`src/rtl/sd_req_arbiter.sv`:
```
// rtl/sd_req_arbiter.sv - round-robin arbiter sharing the hps_io block channel between disk requesters
module sd_req_arbiter #(
    parameter int NDRV    = 4,
    parameter int TIMEOUT = 50_000_000
) (
    input  logic                clk_sys,
    input  logic                rstn,
    input  logic [NDRV-1:0]     req_rd,
    input  logic [NDRV-1:0]     req_wr,
    input  logic [32*NDRV-1:0]  req_lba,
    output logic [NDRV-1:0]     req_done,
    output logic [NDRV-1:0]     req_err,
    output logic [NDRV-1:0]     drv_active,
    output logic [NDRV-1:0]     drv_buff_wr,
    output logic                busy,
    output logic [31:0]         sd_lba,
    output logic [NDRV-1:0]     sd_rd,
    output logic [NDRV-1:0]     sd_wr,
    input  logic [NDRV-1:0]     sd_ack,
    input  logic                sd_buff_wr
);
    localparam int PW = $clog2(NDRV);
    localparam int CW = $clog2(TIMEOUT + 1);
    localparam logic [CW-1:0] CNT_LAST = CW'(TIMEOUT - 1);
    localparam logic [CW-1:0] CNT_MAX  = {CW{1'b1}};

    typedef enum logic [1:0] {S_IDLE, S_ISSUE, S_XFER, S_DONE} state_t;

    state_t          state, state_nxt;
    logic [PW-1:0]   ptr, ptr_nxt, g, win, sel;
    logic [NDRV-1:0] req_any, win_oh, g_oh;
    logic [31:0]     win_lba;
    logic [CW-1:0]   cnt;
    logic            found, ack_g, timed_out;
    int              idx;

    assign req_any   = req_rd | req_wr;
    assign ack_g     = sd_ack[g];
    assign timed_out = (cnt == CNT_LAST);
    assign win_oh    = NDRV'(1) << win;
    assign g_oh      = NDRV'(1) << g;
    assign ptr_nxt   = (win == PW'(NDRV - 1)) ? '0 : win + 1'b1;
    assign win_lba   = req_lba[{win, 5'b0} +: 32];

    // Search starts at ptr and wraps; the first requester with either direction pending wins.
    always_comb begin
        found = 1'b0;
        win   = '0;
        sel   = '0;
        idx   = 0;
        for (int k = 0; k < NDRV; k++) begin
            idx = int'(ptr) + k;
            if (idx >= NDRV) idx = idx - NDRV;
            sel = PW'(idx);
            if (!found && req_any[sel]) begin
                found = 1'b1;
                win   = sel;
            end
        end
    end

    always_comb begin
        state_nxt = state;
        case (state)
            S_IDLE:  if (found) state_nxt = S_ISSUE;
            S_ISSUE: begin
                if (ack_g)          state_nxt = S_XFER;
                else if (timed_out) state_nxt = S_IDLE;
            end
            S_XFER:  if (!ack_g) state_nxt = S_DONE;
            S_DONE:  state_nxt = S_IDLE;
            default: state_nxt = S_IDLE;
        endcase
    end

    always_comb begin
        drv_buff_wr = '0;
        if (state == S_XFER && sd_buff_wr) drv_buff_wr = drv_active;
    end

    always_ff @(posedge clk_sys or negedge rstn) begin
        if (!rstn) begin
            state      <= S_IDLE;
            ptr        <= '0;
            g          <= '0;
            cnt        <= '0;
            sd_lba     <= '0;
            sd_rd      <= '0;
            sd_wr      <= '0;
            req_done   <= '0;
            req_err    <= '0;
            drv_active <= '0;
            busy       <= 1'b0;
        end else begin
            state    <= state_nxt;
            busy     <= (state_nxt != S_IDLE);
            req_done <= '0;
            req_err  <= '0;
            case (state)
                S_IDLE: begin
                    // A pending write on the winner goes first; its read stays pending.
                    if (found) begin
                        g          <= win;
                        ptr        <= ptr_nxt;
                        sd_lba     <= win_lba;
                        drv_active <= win_oh;
                        cnt        <= '0;
                        if (req_wr[win]) sd_wr <= win_oh;
                        else             sd_rd <= win_oh;
                    end
                end
                S_ISSUE: begin
                    if (cnt != CNT_MAX) cnt <= cnt + 1'b1;
                    if (ack_g || timed_out) begin
                        sd_rd <= '0;
                        sd_wr <= '0;
                    end
                    if (!ack_g && timed_out) begin
                        req_err    <= g_oh;
                        drv_active <= '0;
                    end
                end
                S_XFER:  if (!ack_g) req_done <= g_oh;
                S_DONE:  drv_active <= '0;
                default: ;
            endcase
        end
    end
endmodule

```
`config.mk`:
```
export PLATFORM = sky130hd
export DESIGN_NAME = sd_req_arbiter
export DESIGN_NICKNAME = d
export VERILOG_FILES = /design/src/rtl/sd_req_arbiter.sv
export SDC_FILE = /design/constraint.sdc
export NUM_CORES = 1
export LEC_CHECK = 0
export ABC_AREA = 1
export CAP_MARGIN = 10
export CORE_AREA = 3 3 121 123
export CTS_CLUSTER_DIAMETER = 40
export DETAILED_ROUTE_END_ITERATION = 12
export DIE_AREA = 0 0 124 126
export GPL_ROUTABILITY_DRIVEN = 0
export PLACE_DENSITY = 0.76
export SYNTH_ARGS = -nofsm -noshare
export SYNTH_HDL_FRONTEND = slang
export SYNTH_SLANG_ARGS = --single-unit
```
`constraint.sdc`:
```
create_clock -name clk_sys -period 1.9 [get_ports clk_sys]
set_input_delay 0.38 -clock clk_sys [delete_from_list [all_inputs] [get_ports clk_sys]]
set_output_delay 0.38 -clock clk_sys [all_outputs]
set_load 0.01 [all_outputs]
```
# [Word-level counts from Yosys, hierarchy flattened]
# Index checks and enable logic that the tools add are counted.
[word_totals] output_inout_bits=57 mem_bits_ro=0 n_memories=0 ram_bits=0 register_bits=85 latch_bits=0
[op_classes] div_mod_pow=0 eq_ne=12 n_addsub=9 reduce_logical=19 shifts=3 n_mul=0 order_cmp=10 bitwise=1 mux=48
[op_table] operator="$shiftx 128x8->32" count=1
[op_table] operator="$mux 26" count=2
[op_table] operator="$pmux 26 s2" count=1
[op_table] operator="$mux 4" count=12
[op_table] operator="$add 26x1->26 const B" count=1
[op_table] operator="$eq 26x26->1 const B" count=1
[op_table] operator="$mux 2" count=13
[op_table] operator="$ne 26x26->1 const B" count=1
[op_table] operator="$lt 2x3->1 const B" count=6
[op_table] operator="$pmux 4 s2" count=2
[op_table] operator="$bmux 1 s2" count=6
[op_table] operator="$ne 2x2->1 const B" count=6
[op_table] operator="$pmux 4 s3" count=1
[op_table] operator="$mux 1" count=10
[op_table] operator="$ge 3x3->1 const B" count=3
[op_table] operator="$pmux 2 s4" count=1
[op_table] operator="$reduce_and 4->1" count=2
[op_table] operator="$shl 1x2->4 const A" count=2
[op_table] operator="$sub 2x1->2 const B" count=4
[op_table] operator="$add 2x2->3 const B" count=2
[op_table] operator="$eq 2x2->1 const B" count=3
[op_table] operator="$reduce_and 3->1" count=2
[op_table] operator="$logic_and 1x1->1" count=5
[op_table] operator="$logic_not 1->1" count=4
[op_table] operator="other kinds (10)" count=11

# [Depth between registers and ports, before layout]
[logic_depth] ltp_word=19 ltp_mapped=18

# [Least setup slack after synthesis]
# No wires, ideal clock.
[synth_path] path_type="register to register" startpoint="register ptr[0]" endpoint="register sd_wr[3]" synth_period_minus_slack_ns=2.032 setup_time_ns=0.065 path_slack_ns=-0.132 path_stages_with_launch=17 n_path_buf=2 t_arrival_ns=1.966 cell_sequence="dfrtp_1 -> buf_6 -> inv_8 -> nand2_1 -> nand3_1 -> nand2_2 -> nor2_4 -> nand3_1 -> nand3_1 -> nand2_2 -> inv_2 -> buf_2 -> ha_1 -> inv_1 -> nor2_1 -> nand3_1 -> nand2_1"
[synth_between] elab_chain_cells=18 word_cells_on_any_way=46 cone_classes="7 x add/sub; 4 x order compare; 2 x eq/ne; 1 x shift; 25 x mux; 7 x reduce/logical"
[synth_rtl] element="from (decl)" line="30" text="logic [PW-1:0] ptr, ptr_nxt, g, win, sel;"
[synth_rtl] element="from (signal assigned)" line="104" text="ptr <= ptr_nxt;"
[synth_rtl] element="parallel branches: the longest is 13 deep, another holds $add 2x1->3"
[synth_rtl] element="$mux 2 *" line="55" text="if (!found && req_any[sel]) begin"
[synth_rtl] element="via win[1]" line="30"
[synth_rtl] element="$bmux 1 s2 / $shl 1x2->4 (equally long branches)" line="108, 40"
[synth_rtl] element="$mux 1 (implied by the code) / $mux 4 (equally long branches)" line="108" text="if (req_wr[win]) sd_wr <= win_oh;"
[synth_rtl] element="$ne 2x2->1 (no source line) / $mux 4 (equally long branches)"
[synth_rtl] element="$reduce_and 4->1 (no source line) / $pmux 4 s2 (equally long branches)"
[synth_rtl] element="to (signal assigned)" line="108"
[synth_rtl] element="to (decl)" line="18" text="output logic [NDRV-1:0] sd_wr,"
# Mark *: on every way through the listed nets, which the timed path passes. The select of a mux whose other input is x is not followed.
# A chain may end at the register's enable or synchronous reset.

# [Worst setup path after layout]
[layout_path] startpoint="register ptr[0]" endpoint="register sd_wr[3]"
[layout_between] elab_chain_cells=18 word_cells_on_any_way=46 cone_classes="7 x add/sub; 4 x order compare; 2 x eq/ne; 1 x shift; 25 x mux; 7 x reduce/logical"
[layout_rtl] element="parallel branches: the longest is 18 deep, another holds $add 2x1->3"
# Parallel ways; which one is timed is not known. The select of a mux whose other input is x is not followed.

==> reports/results.txt <==
dpl cells -> 1207
drt total wl -> 23.6 mm
core area -> 0.0138 sq mm
internal reg-to-reg setup slack -> -0.36 ns
DR pass1 iterations -> 6
Synth top area share -> 38.2%
Max IR drop VDD -> 1.06 mV
Hold Fails Final Rpt -> 0
initial antenna violation count -> 0
WS Path Type -> register to register
Syn Area/Cell -> 7.19 sq um
Slowest-stage cell, CP -> dfrtp_1
Final ANT Viol Nets -> 0
Yosys reg bits -> 85
clock-pin transition on the worst setup and hold timing paths -> 0.06 ns
I/O Pins -> 200
full die area -> 0.0156 sq mm
delay-heaviest family, CP -> simple AND/OR/NAND/NOR gates
CTS Buf Count -> 9
clk_skew -> 0.00759 ns
Layout Cells excl Fill -> 1265
max cap viols -> 0
fin. max-slew vios -> 0
RSZ-0062 raised after global routing -> true
ranking of synthesized cells by area -> dfrtp_1 (38%), nand2_1 (16%), nor2_1 (5.4%)
headroom to the max-slew limit -> 68.2%
commonest non-fill, non-tap cell in the layout -> clkdlybuf4s50_1
CTS max path bufs -> 2
Yosys top cell by area -> dfrtp_1
vias in the first global route -> 6321
Pleak -> 4.70 nW
peak per-stage delay on the critical path -> 0.40 ns
CP endpoint kind -> register
failing checks -> negative setup slack
hold buffer count at CTS -> 0
worst path bufs/invs -> 4
P per Cell Area -> 1690 mW/mm^2
Synth warnings -> 0
grt ovf -> 0
Netlist Area Pre-Place -> 0.00556 sq mm
Worst-Skew Late Latency -> 0.36 ns
DP Area -> 0.00838 sq mm
Final setup viols -> 76
initial cell density of the core -> 40.4%
Post-synth EDFFs -> 0
Mapped Cells -> 774
minimum clock period -> 2.26 ns
Synth Flop Type -> dfrtp_1
Tightest Pin Transition -> 0.476 ns
port bufs -> 199
WP data required -> 2.14 ns
# rows -> 43
largest net degree at the start of global routing -> 86
register area share after synthesis -> 38.2%
Vias -> 6798
cell mode on critical path -> nand2_2
Vias/cell -> 5.37
setup ws final -> -0.361 ns
Diodes inserted -> 0
first-pass GRT wire length -> 31.2 mm
level count of the clock H-tree -> 3
DPL Wire Length -> 14.0 mm
crit-path max FO -> 8
commonest cells after routing, fill and taps aside -> clkdlybuf4s50_1 (186), nand2_1 (169), dfrtp_1 (82), buf_4 (82), nor2_1 (66)
outcome -> finished, violations left
Tcrit/Tclk final -> 119%
final instance area -> 0.0102 sq mm
layout cell share with drive strength beyond 1 -> 34.3%
Die Span X -> 124 microns
Arrival @ worst endpoint -> 2.50 ns
CTS tree -> yes
DRC violations left -> 0
Critical Path Start Type -> register
min-delay worst type -> input port to asynchronous set/reset pin
library cells used by synthesis -> 38
clk root buf -> clkbuf_16
total track usage -> 25.3%
Nets -> 1228
syn nets -> 922
CTS sink cnt -> 85
CP cell instances -> buf_12 > nand2_2 > nand3_2 > nand2_2 > inv_1 > nand3_4 > buf_12 > buf_4 > nand4_1 > nand2_2 > nand2_2 > nand3_4 > nand2_4 > nand2_1 > nand2_1
synth-to-layout area growth -> 84.3%
Fmax -> 0.442 GHz
WL per Instance -> 18.6 microns
Post-synth ARST share -> 100%
Die H -> 126 microns
initial DRC count -> 467
report_power, final:
part           switching [mW]  internal, mW
sequential              0.369          2.37
clock                   0.766          1.23
combinational            6.76          5.88
total                    7.90          9.47
cells in the mapped netlist, types with 2 or more instances:
cell type / count
ha_1: 5
clkbuf_1: 5
nor4_1: 7
nand3_1: 55
buf_4: 2
o21ai_0: 27
nand4_1: 12
inv_1: 62
or2_2: 32
dfrtp_1: 85
nand3_4: 2
a21oi_1: 23
nor2_1: 80
buf_6: 8
xor2_1: 14
o211ai_1: 29
inv_2: 5
nor2_4: 3
o21ai_1: 11
o31ai_1: 8
buf_2: 15
nand2_2: 10
nor3_1: 12
nand3_2: 3
nand2_1: 242
o211ai_2: 5
kinds of logic (layout without fill, tap and decap cells):
kind of cell    after synthesis  count (layout)  synth area share, %
flops                        85              85                 38.2
mux                           1               1                0.180
compound gates              105             105                 12.0
xor+xnor                     15              15                 2.36
simple gates                461             463                 37.2
fa+ha+maj                     5               5                 1.12
buf+inv                     102             411                 8.84
cell type report:
type	count	area (sq um)
tap	180	225
clock buffer	11	253
timing repair buffer	326	3460
clock inverter	5	82.6
inverter	69	310
fill	931	3520
sequential	85	2130
multi-input combinational	589	3790
repair_timing:
item | 4_1_cts | 5_1_grt
resized for setup | 79 | 197
setup buffers | 6 | 19
setup endpoints to repair | 76 | 80
cloned | 3 | 15
pin swaps | 25 | 43
routing by layer:
layer | vias to the layer above | part of all wire [%] | GRT usage (%)
met4 | 0 | 5.2 | 7.15
li1 | 3140 | - | -
met1 | 3171 | 35 | 28.2
met5 | - | 0 | 0
met2 | 372 | 52 | 46.0
met3 | 115 | 8.1 | 7.81
path summary, 6_finish.rpt:
| check | start | endpoint | depth (start not counted) |
|---|---|---|---|
| max | ptr[0] | sd_wr[3] | 15 |
| min | rstn | req_err[2] | 2 |
| max reg2reg | ptr[0] | sd_wr[3] | 15 |
| min reg2reg | sd_rd[2] | sd_rd[2] | 2 |
| max in group asynchronous | rstn | ptr[1] | 2 |
| min in group clk_sys | sd_rd[2] | sd_rd[2] | 2 |
worst register-to-register path, stage by stage (launching register included):
cell and delay, ns:
dfrtp_1 0.40, buf_12 0.16, nand2_2 0.11, nand3_2 0.12, nand2_2 0.13, inv_1 0.12
nand3_4 0.13, buf_12 0.12, buf_4 0.12, nand4_1 0.20, nand2_2 0.15, nand2_2 0.07
nand3_4 0.10, nand2_4 0.08, nand2_1 0.09, nand2_1 0.06
state kept, by name, summed over array words and instances, names as in the netlist:
register	cells
busy	1
cnt	26
drv_active	4
g	2
ptr	2
req_done	4
req_err	4
sd_lba	32
sd_rd	4
sd_wr	4
state	2
per-stage QoR:
stage	hold slack (ns)	util (%)	total power [mW]	worst slack, ns	TNS (ns)
final	0.0474	74.4	17.4	-0.361	-18.00
after global routing	0.0862	74.4	18.3	-0.443	-24.93
after CTS	0.0770	65.9	14.3	-0.170	-6.17
after detailed placement	0.453	60.9	11.1	-0.641	-38.26
after global placement	0.452	60.9	11.0	-0.579	-34.53
after floorplan	0.0844	-	7.98	-0.0392	-0.251
No activity file was read; power rests on OpenSTA's default activity.
